## config.mk

```make
export PLATFORM = sky130hd
export DESIGN_NAME = bnn_reg_readback
export DESIGN_NICKNAME = d
export VERILOG_FILES = /design/src/rtl/bnn_reg_readback.sv
export SDC_FILE = /design/constraint.sdc
export NUM_CORES = 1
export LEC_CHECK = 0
export ABC_AREA = 1
export CAP_MARGIN = 20
export CELL_PAD_IN_SITES_DETAIL_PLACEMENT = 1
export CELL_PAD_IN_SITES_GLOBAL_PLACEMENT = 1
export CORE_AREA = 2 2 341 343
export CTS_BUF_LIST = sky130_fd_sc_hd__clkbuf_16
export CTS_CLUSTER_SIZE = 8
export DETAILED_ROUTE_END_ITERATION = 7
export DIE_AREA = 0 0 343 345
export PLACE_DENSITY_LB_ADDON = 0.1
export SYNTH_ARGS = -nofsm -noshare
export SYNTH_HDL_FRONTEND = slang
export SYNTH_SLANG_ARGS = --single-unit
```

## constraint.sdc

```tcl
create_clock -name clk -period 5.8 [get_ports clk]
set_input_delay 0.87 -clock clk [delete_from_list [all_inputs] [get_ports clk]]
set_output_delay 0.87 -clock clk [all_outputs]
set_load 0.03 [all_outputs]
```

## src/rtl/bnn_reg_readback.sv

```systemverilog
// Purpose: streams the BNN pixel array and weight set back out serially, one pixel bit and one weight bit per cycle.
// Latency: bit 0 appears the cycle after start is sampled; bit i follows i unpaused cycles later; done pulses one cycle after the last bit.
// Backpressure: pause high holds the stream (dout_valid drops next cycle, index and data hold) until pause is released.
module bnn_reg_readback #(
    parameter int IMG_DIM = 28,
    parameter int K_DIM   = 3,
    parameter int N_KERN  = 8
) (
    input  logic                              clk,
    input  logic                              rst_n,
    input  logic                              start,
    input  logic                              pause,
    input  logic [IMG_DIM*IMG_DIM-1:0]        pixels,
    input  logic [N_KERN*K_DIM*K_DIM-1:0]     weights,
    output logic                              dout_p,
    output logic                              dout_w,
    output logic                              dout_valid,
    output logic                              sof,
    output logic                              busy,
    output logic                              done
);

    localparam int N_PIX     = IMG_DIM * IMG_DIM;
    localparam int N_WGT     = N_KERN * K_DIM * K_DIM;
    localparam int IDX_W     = $clog2(N_PIX + 1);
    localparam int PIX_SEL_W = $clog2(N_PIX);
    localparam int WGT_SEL_W = $clog2(N_WGT);

    localparam logic [IDX_W-1:0] PIX_END = IDX_W'(N_PIX);
    localparam logic [IDX_W-1:0] WGT_END = IDX_W'(N_WGT);

    typedef enum logic [1:0] {
        S_IDLE  = 2'd0,
        S_SHIFT = 2'd1,
        S_DONE  = 2'd2
    } state_t;

    state_t           r_state;
    state_t           w_next_state;
    logic [IDX_W-1:0] r_idx;
    logic             r_dout_p;
    logic             r_dout_w;
    logic             r_valid;
    logic             r_sof;

    logic             w_load_first;
    logic             w_advance;
    logic [IDX_W-1:0] w_sel_idx;
    logic             w_pix_bit;
    logic             w_wgt_bit;

    // Next-state decode plus the bit-select for whichever stream position is loaded this edge.
    always_comb begin
        w_next_state = r_state;
        w_load_first = 1'b0;
        w_advance    = 1'b0;
        case (r_state)
            S_IDLE: begin
                if (start) begin
                    w_load_first = 1'b1;
                    w_next_state = S_SHIFT;
                end
            end
            S_SHIFT: begin
                if (!pause) begin
                    if (r_idx < PIX_END) begin
                        w_advance = 1'b1;
                    end else begin
                        w_next_state = S_DONE;
                    end
                end
            end
            S_DONE: begin
                w_next_state = S_IDLE;
            end
            default: begin
                w_next_state = S_IDLE;
            end
        endcase

        // A fresh start always begins at bit 0, whatever the index was left at.
        w_sel_idx = w_load_first ? '0 : r_idx;
        w_pix_bit = pixels[w_sel_idx[PIX_SEL_W-1:0]];
        w_wgt_bit = (w_sel_idx < WGT_END) ? weights[w_sel_idx[WGT_SEL_W-1:0]] : 1'b0;
    end

    // State register.
    always_ff @(posedge clk) begin
        if (!rst_n) begin
            r_state <= S_IDLE;
        end else begin
            r_state <= w_next_state;
        end
    end

    // Output data, valid, start-of-frame and index registers; data and index hold whenever no bit is loaded.
    always_ff @(posedge clk) begin
        if (!rst_n) begin
            r_idx    <= '0;
            r_dout_p <= 1'b0;
            r_dout_w <= 1'b0;
            r_valid  <= 1'b0;
            r_sof    <= 1'b0;
        end else begin
            if (w_load_first || w_advance) begin
                r_dout_p <= w_pix_bit;
                r_dout_w <= w_wgt_bit;
                r_idx    <= w_sel_idx + 1'b1;
                r_valid  <= 1'b1;
            end else begin
                r_valid  <= 1'b0;
            end
            r_sof <= w_load_first;
        end
    end

    assign dout_p     = r_dout_p;
    assign dout_w     = r_dout_w;
    assign dout_valid = r_valid;
    assign sof        = r_sof;
    assign busy       = (r_state == S_SHIFT);
    assign done       = (r_state == S_DONE);

endmodule

```

Word level (Yosys, flattened, before mapping):

Index checks and enable logic that the tools add are counted.

* register bits: 16
* bits in latches: 0
* memory bits (writable): 0
* ROM bits: 0
* output and inout bits: 6
* word-level logic and storage cells: 35
* memories: 0

* add/subtract/negate cells: 1
* multipliers: 0
* div/mod/pow operators: 0
* order comparisons: 4
* equal/unequal tests: 5
* shifts and indexed selects: 0
* muxes and demuxes: 16
* bitwise gates (word level): 0
* reduce and logical (&&, ||, !) cells: 3

Operator list (count)
* $lt A10 B11 Y1 const B: 1
* $add A10 B1 Y10 const B: 1
* $bmux W1 S10: 1
* $lt A10 B10 Y1 const B: 1
* $lt A10 B7 Y1 const B: 1
* $mux W10: 1
* $mux W1: 9
* $lt A7 B8 Y1 const B: 1
* $bmux W1 S7: 1
* $mux W2: 3
* $ne A2 B2 Y1 const B: 3
* $pmux W2 S2: 1
* $reduce_and A3 Y1: 1
* $eq A2 B1 Y1 const B: 1
* $eq A2 B2 Y1 const B: 1
* $logic_not A2 Y1: 1
* $logic_or A1 B1 Y1: 1

Logic depth before layout (Yosys ltp):

Gate-level depths: netlist of the first run.

* word-level depth: 6
* mapped depth: 24
* gate-level depth less buffers: 23

Least setup slack after synthesis of the first run:

No wires, ideal clock.

* path type: input -> register
* start: input port start
* end: register r_idx[8]
* setup time: 0.119 ns
* data arrival time: 2.454 ns
* setup slack: 3.227 ns
* cell stages on the path: 13
* cells stage by stage: nand2_4 -> nand2_4 -> inv_2 -> buf_2 -> buf_2 -> ha_1 -> inv_1 -> nor3_2 -> nand2_1 -> nor3_1 -> nand3_1 -> nand2_1 -> a21oi_1

* cells in the longest elaborated chain, start to end: 4
* elaborated cells between the ends (all ways): 5
* those cells by class: add/sub: 1; mux: 3; reduce/logical: 1

RTL lines
* from (decl): line 11 `input logic start,`
* $mux W1 (*): line 59 `if (start) begin`
* $mux W1 (*): line 57 `case (r_state)`
* $mux W10: line 82 `w_sel_idx = w_load_first ? '0 : r_idx;`
* $add A10 B1 Y10: line 108 `r_idx <= w_sel_idx + 1'b1;`
* to (signal assigned): line 108
* to (decl): line 40 `logic [IDX_W-1:0] r_idx;`

Mark *: on every way between the ends. The rest lies on a longest branch, timed or not.
A chain may end at the register's enable or synchronous reset.

Worst setup path after layout of the first run:

* start: input port start
* end: register r_dout_p, in the netlist dout_p

* cells in the longest elaborated chain, start to end: 5
* elaborated cells between the ends (all ways): 6
* those cells by class: mux: 5; reduce/logical: 1

RTL lines
* $mux W1 (*): line 59
* $mux W1 (*): line 57
* $mux W10: line 82
* $bmux W1 S10: line 83 `w_pix_bit = pixels[w_sel_idx[PIX_SEL_W-1:0]];`
* $mux W1 (implied by the code): line 83
* to (signal assigned): line 106 `r_dout_p <= w_pix_bit;`
* to (decl): line 41 `logic r_dout_p;`

Mark *: on every way between the ends. The rest lies on a longest branch, timed or not. The select of a mux whose other input is x is not followed.

==> results.cfg, run 1 <==
[run_status]
status = completed

[floorplan]
number_of_standard_cell_rows_in_the_floorplan = 125
die_width_um = 343
die_y_um = 345
floorplan.io_pins = 866
floorplan.die_area_um2 = 118000
core_area_um2 = 115000
start_util_pct = 9.53

[sta]
maxClockFrequency_mhz = 237
timing.final.crit_share_pct = 72.7
hold_violation_count_in_the_final_report = 0
final_critical_path_setup_slack_ps = 1590
setup_viol_count_final = 0
worst_pin_slew_ps = 1060
relSlewSlack_pct = 29.4
timing.final.max_slew_violations = 0
grt_setup_unrepaired = no
finalCriticalPeriod_ps = 4210
finClkSkew_ps = 2.24
fin_setup_tns_ps = 0

[critical_path]
critPathRequiredTime_ps = 6000
worst-path-buf-inv = 3
worstPathArrival_ps = 4410
crit_top_cell = sky130_fd_sc_hd__nand2_1
critical_path_class = primary input to flip-flop
critPathSlowestCell = sky130_fd_sc_hd__o21ai_0
path_max_fanout = 29
setup.worst_path.end_class = flip-flop
crit_path_cell_trace = clkdlybuf4s50_1 -> nand2_8 -> nand2_8 -> buf_4 -> o21ai_0 -> nand2_1 -> nand3_1 -> nand3_1 -> nand3_1 -> nand3_1 -> nand2_1 -> nand3_1 -> nand2_1 -> nand2_1 -> nand2_1 -> nand2_1 -> nand3_1 -> nand2_1 -> inv_1
worst_path_largest_cell_delay_ps = 750
critical-path-top-delay-family = simple AND/OR/NAND/NOR gates
worstSetupStartpointType = primary input

[synthesis]
yosys_warnings = 0
netlist_top_cells_area = sky130_fd_sc_hd__nand3_1 (23%), sky130_fd_sc_hd__nand2_1 (16%), sky130_fd_sc_hd__inv_1 (10%)
yosysSeqAreaShare_pct = 2.92
synthCells = 2254
synth_largest_area_cell = sky130_fd_sc_hd__nand3_1
synth.cell_area_um2 = 11000
syn_avg_cell_area_um2 = 4.87
synth.top_cell.area_share_pct = 23.3
fraction_of_registers_with_async_set_or_reset_after_synthesis_pct = 0
netlist-cell-type-count = 37
nets_in_the_synthesized_netlist = 3115
synth_edf_count = 0
ys_dominant_reg_cell = sky130_fd_sc_hd__dfxtp_1
yosys_register_bits = 16

[clock_tree]
clk_pin_slew_worst_paths_ps = 60
numClockSinks = 16
cts_resized = 0
clock_path_buffers = 2
ctsHoldBuffers = 0
clk-insertion-delay-late_ps = 250
cts.root.buffer_cell = sky130_fd_sc_hd__clkbuf_16
htree_levels = 1
cts_made_buffers = 3
tritoncts_clock_tree = done
cts.repair_timing.setup_buffer_count = 0

[routing]
vias = 18100
drc_errors = 0
drt_iter0_drc = 860
detailedRoute.firstPassIterationCount = 4
drt_via_density = 4.01
detail_route.wl_per_cell_um = 24.3
antenna_violating_nets_post_route = 0
wl_um = 110000

[power]
total_switching_power_w = 0.000932
p_int_w = 0.00103
power.clock.fraction_pct = 7.2
pwr_density_cell_nw_per_um2 = 92.9
p_comb_share_pct = 86.5
max-vdd-ir-drop_v = 0.000100
pwr-share-seq_pct = 6.3
sw_frac_of_total_pct = 47.4
leakagePower_nw = 8.95

[global_route]
total_track_usage_pct = 17.7
grt_antenna_before_repair = 44
grt_pass1_vias = 19600
largest_net_degree_at_the_start_of_global_routing = 151
grt_first_pass_wirelength_um = 151000
residual_overflow_from_global_routing = 0

[placement]
post-dp-hpwl_um = 87700
pre_cts_ws_ps = 1220
gpl.final_weighted_congestion = 0.818
numPortBuffers = 865

[final_layout]
area_growth_pct = 93.0
commonest_cells_after_routing_fill_and_taps_aside = sky130_fd_sc_hd__clkdlybuf4s50_1 (865), sky130_fd_sc_hd__nand3_1 (511), sky130_fd_sc_hd__nand2_1 (478)
seq_area_um2 = 324
finish.net_count = 3832
final_common_cell = sky130_fd_sc_hd__clkdlybuf4s50_1
final_layout_size_suffix_gt1_share_pct = 2.79
final.fill_count = 14400
multi_input_area_um2 = 8560

[run]
cap_viol_max_count = 0

[min_path]
min-delay-path-class = flip-flop to flip-flop
==> stage by stage <==
| step | std cells | utilization, % | total power, W | area [um^2] | hold WS [ps] |
|---|---|---|---|---|---|
| CTS | 4494 | 18.3 | 0.00203 | 21100 | 485 |
| finish | 4522 | 18.4 | 0.00197 | 21200 | 481 |
| floorplan | 2254 | - | 0.000893 | 11000 | 474 |
| global route | 4517 | 18.4 | 0.00216 | 21200 | 496 |
| detailed placement | 4490 | 18.3 | 0.00188 | 21000 | 473 |
| global placement | 4490 | 18.3 | 0.00188 | 21000 | 469 |
==> cells by family (layout without fill, tap and decap cells) <==
group / Yosys count / in the layout / synth area share, %
simple gates: 1461 / 1461 / 61.9
buf+inv: 491 / 1207 / 19.6
compound gates: 285 / 285 / 15.5
flops: 16 / 16 / 2.92
fa+ha+maj: 1 / 1 / 0.114
other cells: 0 / 28 / 0
==> state kept, by name, summed over array words and instances, names as in the netlist <==
signal      cells
r_idx          10
dout_p          1
sof             1
r_state         2
dout_w          1
dout_valid      1
==> final cells by class <==
class	instances	share of cell area, %
multi-input cells	1747	40.4
repair buffers	906	43.0
flip-flops and latches	16	1.53
diodes	28	0.331
well taps	1524	9.01
clock inverters	1	0.0177
inverters	297	5.34
clock buffers	3	0.355
==> cell usage after synthesis, types with 3 or more instances <==
master                     count
sky130_fd_sc_hd__buf_1        12
sky130_fd_sc_hd__buf_6         6
sky130_fd_sc_hd__nand3b_1    133
sky130_fd_sc_hd__or2_1        14
sky130_fd_sc_hd__nor2_2        3
sky130_fd_sc_hd__nand3_1     511
sky130_fd_sc_hd__nand2_1     478
sky130_fd_sc_hd__clkbuf_1     31
sky130_fd_sc_hd__inv_1       292
sky130_fd_sc_hd__a21oi_1      43
sky130_fd_sc_hd__buf_2       109
sky130_fd_sc_hd__o21ai_0     127
sky130_fd_sc_hd__clkbuf_2      3
sky130_fd_sc_hd__nor4_1        3
sky130_fd_sc_hd__nand2_4       3
sky130_fd_sc_hd__nor3_1        4
sky130_fd_sc_hd__or2_2        22
sky130_fd_sc_hd__o221ai_1      8
sky130_fd_sc_hd__nor2_1      281
sky130_fd_sc_hd__a32o_1        4
sky130_fd_sc_hd__buf_4        33
sky130_fd_sc_hd__or2_0         4
sky130_fd_sc_hd__o211ai_1     79
sky130_fd_sc_hd__inv_2         3
sky130_fd_sc_hd__o21ai_1      16
sky130_fd_sc_hd__dfxtp_1      16
==> power by group through the flow <==
stage	Combinational [W]	Clock [W]	Sequential (W)
after detailed placement	0.00175	0	0.000127
final	0.00170	0.000142	0.000124
after global routing	0.00189	0.000149	0.000126
after global placement	0.00175	0	0.000128
after CTS	0.00176	0.000147	0.000125
after floorplan	0.000766	0	0.000127
==> final timing paths <==
| path | start | end | slack [ps] | depth (start not counted) |
|---|---|---|---|---|
| max reg2reg | r_state[1]$_SDFFE_PN0P_ | dout_p$_SDFFE_PN0P_ | 2380 | 19 |
| min | dout_w$_SDFFE_PN0P_ | dout_w$_SDFFE_PN0P_ | 480 | 2 |
| max | start | dout_p$_SDFFE_PN0P_ | 1590 | 19 |
| min reg2reg | dout_w$_SDFFE_PN0P_ | dout_w$_SDFFE_PN0P_ | 480 | 2 |
==> layer usage <==
layer	vias to the layer above	share of wire, %	GRT usage (%)
met2	467	53	33.3
met5	-	0.18	0
met4	28	0.93	2.91
met3	68	4.7	2.91
met1	8750	41	21.0
li1	8815	-	-
==> worst reg2reg max path, cell delays in order (launching register included) <==
cell	delay (ps)
sky130_fd_sc_hd__dfxtp_1	380
sky130_fd_sc_hd__nor2_2	90
sky130_fd_sc_hd__nand2_8	140
sky130_fd_sc_hd__nand2_8	190
sky130_fd_sc_hd__buf_4	320
sky130_fd_sc_hd__o21ai_0	770
sky130_fd_sc_hd__nand2_1	100
sky130_fd_sc_hd__nand3_1	100
sky130_fd_sc_hd__nand3_1	100
sky130_fd_sc_hd__nand3_1	150
sky130_fd_sc_hd__nand3_1	300
sky130_fd_sc_hd__nand2_1	190
sky130_fd_sc_hd__nand3_1	90
sky130_fd_sc_hd__nand2_1	80
sky130_fd_sc_hd__nand2_1	50
sky130_fd_sc_hd__nand2_1	50
sky130_fd_sc_hd__nand2_1	50
sky130_fd_sc_hd__nand3_1	80
sky130_fd_sc_hd__nand2_1	70
sky130_fd_sc_hd__inv_1	60
(Power assumes the default switching activity.)
==> run 2, diff against run 1 <==
Settings changed: CORE_AREA 2 2 341 343 to 2 2 337 339, DIE_AREA 0 0 343 345 to 0 0 339 341.
Clock period 5.8 ns to 3.95 ns, I/O delays scaled along.
==> results.cfg, run 2 (synthesis gave the netlist of run 1 again) <==
[run_status]
status = completed

[clock_tree]
cts_made_buffers = 3
numClockSinks = 16
clock_path_buffers = 2
clk-insertion-delay-late_ps = 250
cts.repair_timing.setup_buffer_count = 0
cts_resized = 0
ctsHoldBuffers = 0
clk_pin_slew_worst_paths_ps = 50
tritoncts_clock_tree = done
cts.root.buffer_cell = sky130_fd_sc_hd__clkbuf_16
htree_levels = 1

[final_layout]
stdcell_count = 4556
final_common_cell = sky130_fd_sc_hd__clkdlybuf4s50_1
commonest_cells_after_routing_fill_and_taps_aside = sky130_fd_sc_hd__clkdlybuf4s50_1 (865), sky130_fd_sc_hd__nand3_1 (511), sky130_fd_sc_hd__nand2_1 (478)
area_growth_pct = 99.6
biggestRegsByFlops = r_idx: 10 flops, r_state: 2 flops
utilization_pct = 19.6
most_flop_heavy_register = r_idx
finish.net_count = 3895
final_layout_size_suffix_gt1_share_pct = 4.85
max_reg_flops = 10

[power]
pwr_density_cell_nw_per_um2 = 135
max-vdd-ir-drop_v = 0.000101
leakagePower_nw = 9.37

[critical_path]
worstRegToRegCells = 18
crit_top_cell = sky130_fd_sc_hd__nand2_1
setup.worst_path.end_class = flip-flop
critical_path_class = primary input to flip-flop
critPathRequiredTime_ps = 4150
critPathSlowestCell = sky130_fd_sc_hd__o21ai_0
worstPathArrival_ps = 3870
worst-path-buf-inv = 4
crit_path_cell_trace = clkdlybuf4s50_1 -> nand2_8 -> nand2_8 -> buf_12 -> o21ai_0 -> buf_4 -> nand2_1 -> nand3_1 -> nand3_1 -> nand3_1 -> nand3_1 -> nand2_1 -> nand3_1 -> nand2_1 -> nand2_1 -> nand2_1 -> nand2_1 -> nand3_1 -> nand2_1 -> inv_1
worst_path_largest_cell_delay_ps = 660
setup.reg_to_reg.worst_slack_ps = 680
worstSetupStartpointType = primary input
critical-path-top-delay-family = simple AND/OR/NAND/NOR gates
timing.rr.end = dout_p$_SDFFE_PN0P_
path_max_fanout = 43
timing.rr.start = r_idx[0]$_SDFFE_PN0P_

[floorplan]
floorplan.die_area_um2 = 116000
core_area_um2 = 112000
floorplan.io_pins = 866
die_y_um = 341
die_width_um = 339
number_of_standard_cell_rows_in_the_floorplan = 123
start_util_pct = 9.81

[routing]
drt_via_density = 4.04
vias = 18400
detailedRoute.firstPassIterationCount = 5
wl_um = 110000
antenna_violating_nets_post_route = 0
drt_iter0_drc = 826
drc_errors = 0
detail_route.wl_per_cell_um = 24.1

[sta]
setup_viol_count_final = 0
worst_pin_slew_ps = 803
timing.final.max_slew_violations = 0
relSlewSlack_pct = 45.9
grt_setup_unrepaired = no
final_critical_path_setup_slack_ps = 276
timing.final.crit_share_pct = 93.0
worst_hold_slack_ps = 488
finalCriticalPeriod_ps = 3670
hold_violation_count_in_the_final_report = 0
maxClockFrequency_mhz = 272
finClkSkew_ps = 1.08

[min_path]
hp-start = dout_w$_SDFFE_PN0P_
whs_path_depth = 2
min-delay-path-class = flip-flop to flip-flop
whs_endpoint = dout_w$_SDFFE_PN0P_

[global_route]
globalRouteMet2Util_pct = 34.2
grt_pass1_vias = 20100
grtUsageMet1_pct = 22.0
gr-usage-met3_pct = 2.61
largest_net_degree_at_the_start_of_global_routing = 72
residual_overflow_from_global_routing = 0
grt_first_pass_wirelength_um = 153000
grt_most_used_layer = met2
grt_antenna_before_repair = 36
total_track_usage_pct = 18.2

[placement]
numPortBuffers = 865
pre_cts_ws_ps = 32.9
post-dp-hpwl_um = 90900
gpl.final_weighted_congestion = 0.846
placed_cells = 4529

[run]
cap_viol_max_count = 0
run 2: cell count changes in the layout (fill, tap and decap cells not counted), sizes merged:
cell,change
inv,+2
buf,+63
clkinv,-2
diode,-5
run 2: cell type report:
class / instances / area [um^2]
multi-input combinational: 1747 / 8560
tap: 1500 / 1880
timing repair buffer: 969 / 9880
sequential: 16 / 324
inverter: 297 / 1130
clock inverter: 1 / 3.75
fill: 13900 / 90000
clock buffer: 3 / 75.1
antenna: 23 / 57.6
run 2: routing by layer:
metal,share of wire (%),vias up
met5,0.14,-
met4,1.2,22
met3,3.7,72
met2,53,444
met1,42,8930
li1,-,8944
run 2: power by group:
part | total [W] | switching [W] | internal (W)
clock network | 0.000205 | 0.0000703 | 0.000135
logic | 0.00256 | 0.00126 | 0.00130
registers | 0.000191 | 0.0000209 | 0.000170
run 2: worst max path at each step:
stage / startpoint / end / slack [ps] / cells after the start
finish: start / dout_p$_SDFFE_PN0P_ / 280 / 20
global route: start / dout_p$_SDFFE_PN0P_ / 130 / 19
CTS: start / dout_p$_SDFFE_PN0P_ / 270 / 19
detailed placement: start / dout_p$_SDFFE_PN0P_ / 30 / 19
global placement: start / dout_p$_SDFFE_PN0P_ / -1 / 19
floorplan: start / r_idx[8]$_SDFFE_PN0P_ / 1650 / 13
run 2: worst reg2reg max path: cells and delay by family (launching register included):
kind                   cells  cell delay, ps
buffers and inverters      3             500
AOI/OAI and AO/OA          1             700
DFF                        1             640
and+or+nand+nor           14            1370
run 2: stage by stage:
stage | TNS (ps) | total power, W | cell area [um^2]
after floorplan | 0 | 0.00131 | 11000
after global placement | -1.14 | 0.00280 | 21800
after detailed placement | 0 | 0.00280 | 21800
after CTS | 0 | 0.00302 | 21800
after global routing | 0 | 0.00324 | 21900
final | 0 | 0.00295 | 21900
==> run 3, diff against run 2 <==
Settings changed: CORE_AREA 2 2 337 339 to 4 4 339 341, CTS_CLUSTER_SIZE 8 to 24, DIE_AREA 0 0 339 341 to 0 0 343 345.
==> results.cfg, run 3 (synthesis gave the netlist of run 1 again) <==
[run_status]
status = completed

[power]
max-vdd-ir-drop_v = 0.000114
leakagePower_nw = 9.34
report.power.total_w = 0.00298
pwr_density_cell_nw_per_um2 = 136

[critical_path]
critical_path_class = primary input to flip-flop
path_max_fanout = 26
critPathSlowestCell = sky130_fd_sc_hd__clkdlybuf4s50_1
crit_path_cell_trace = clkdlybuf4s50_1 -> nand2_8 -> nand2_8 -> inv_6 -> buf_12 -> a21oi_1 -> o21ai_0 -> nand3_1 -> nand3_1 -> nand2_1 -> nand2_1 -> nand2_1 -> inv_1 -> nand2_1 -> nand2_1 -> nand3_1 -> nand3_1 -> nand3_1 -> nand2_1 -> inv_1
worstSetupStartpointType = primary input
setup.worst_path.end_class = flip-flop
crit_top_cell = sky130_fd_sc_hd__nand2_1
worstPathArrival_ps = 3480
worst_path_largest_cell_delay_ps = 510
worst-path-buf-inv = 5
critical-path-top-delay-family = simple AND/OR/NAND/NOR gates
critPathRequiredTime_ps = 4110

[sta]
timing.final.crit_share_pct = 84.0
timing.final.max_slew_violations = 0
finalCriticalPeriod_ps = 3320
hold_violation_count_in_the_final_report = 0
relSlewSlack_pct = 55.9
grt_setup_unrepaired = no
setup_viol_count_final = 0
finClkSkew_ps = 1.69
fin_setup_tns_ps = 0
worst_pin_slew_ps = 655
maxClockFrequency_mhz = 302

[floorplan]
core_area_um2 = 112000
die_width_um = 343
start_util_pct = 9.81
die_y_um = 345
floorplan.die_area_um2 = 118000
floorplan.io_pins = 866
number_of_standard_cell_rows_in_the_floorplan = 123

[clock_tree]
clock_path_buffers = 2
clk-insertion-delay-late_ps = 260
htree_levels = 1
cts.root.buffer_cell = sky130_fd_sc_hd__clkbuf_16
tritoncts_clock_tree = done
cts_resized = 0
numClockSinks = 16
cts.repair_timing.setup_buffer_count = 0
ctsHoldBuffers = 0
cts_made_buffers = 3
clk_pin_slew_worst_paths_ps = 60

[global_route]
residual_overflow_from_global_routing = 0
largest_net_degree_at_the_start_of_global_routing = 82
grt_pass1_vias = 20300
grt_antenna_before_repair = 48
total_track_usage_pct = 18.0
grt_first_pass_wirelength_um = 155000

[routing]
drt_iter0_drc = 918
detailedRoute.firstPassIterationCount = 5
detail_route.wl_per_cell_um = 24.5
wl_um = 112000
antenna_violating_nets_post_route = 0
drt_via_density = 4.08
vias = 18700
drc_errors = 0

[min_path]
min-delay-path-class = flip-flop to flip-flop

[final_layout]
biggestRegsByFlops = r_idx: 10 flops, r_state: 2 flops
final_layout_size_suffix_gt1_share_pct = 4.75
finish.net_count = 3893
final.fill_count = 14000
area_growth_pct = 99.5
commonest_cells_after_routing_fill_and_taps_aside = sky130_fd_sc_hd__clkdlybuf4s50_1 (865), sky130_fd_sc_hd__nand3_1 (511), sky130_fd_sc_hd__nand2_1 (478)
max_reg_flops = 10
final_common_cell = sky130_fd_sc_hd__clkdlybuf4s50_1
most_flop_heavy_register = r_idx

[run]
cap_viol_max_count = 0

[placement]
post-dp-hpwl_um = 93200
numPortBuffers = 865
gpl.final_weighted_congestion = 0.841
## run 3: changes by cell type in the layout (fill, tap and decap cells not counted)
cell / change
sky130_fd_sc_hd__diode_2: +19
sky130_fd_sc_hd__buf_12: -4
sky130_fd_sc_hd__buf_4: +2
sky130_fd_sc_hd__inv_2: -1
sky130_fd_sc_hd__inv_6: +1
sky130_fd_sc_hd__clkinv_1: +1
sky130_fd_sc_hd__inv_4: -1
## run 3: per-stage QoR
step / worst slack, ps / instances / util, % / area [um^2] / hold slack [ps]
after global routing: 333 / 4568 / 19.6 / 21900 / 508
after global placement: 228 / 4527 / 19.4 / 21700 / 468
after floorplan: 1650 / 2254 / - / 11000 / 474
after detailed placement: 283 / 4527 / 19.4 / 21700 / 464
after CTS: 544 / 4531 / 19.5 / 21800 / 475
final: 634 / 4573 / 19.6 / 21900 / 481
## run 3: final timing paths
check                           from             endpoint  slack, ps  cells past startpoint
max                            start  dout_p$_SDFFE_PN0P_        630                     20
min              dout_w$_SDFFE_PN0P_  dout_w$_SDFFE_PN0P_        480                      2
max reg2reg  r_state[1]$_SDFFE_PN0P_  dout_p$_SDFFE_PN0P_       1010                     18
min reg2reg      dout_w$_SDFFE_PN0P_  dout_w$_SDFFE_PN0P_        480                      2
## run 3: layer usage
metal | global-route usage (%) | vias up | wire length, um | part of all wire [%]
li1 | - | 8970 | - | -
met1 | 21.8 | 9105 | 46200 | 41
met2 | 33.0 | 525 | 59400 | 53
met3 | 2.62 | 44 | 5210 | 4.6
met4 | 4.48 | 6 | 1190 | 1.1
met5 | 0 | - | 34 | 0.030
## run 3: worst min-delay path, stage by stage, from the launching register on
cell and delay, ps:
sky130_fd_sc_hd__dfxtp_1 310, sky130_fd_sc_hd__nand2_1 60, sky130_fd_sc_hd__a21oi_1 60
## run 3: cell type report
type	count	area [um^2]	share of cell area, %
repair buffers	967	9810	44.8
inverters	297	1130	5.16
diodes	42	105	0.480
flip-flops and latches	16	324	1.48
clock buffers	3	75.1	0.343
multi-input cells	1747	8560	39.1
clock inverters	1	3.75	0.0171
well taps	1500	1880	8.57
## run 3: power by group
group / total, W / switching [W] / internal, W
logic: 0.00257 / 0.00128 / 0.00129
clock network: 0.000216 / 0.0000805 / 0.000135
registers: 0.000187 / 0.0000171 / 0.000170
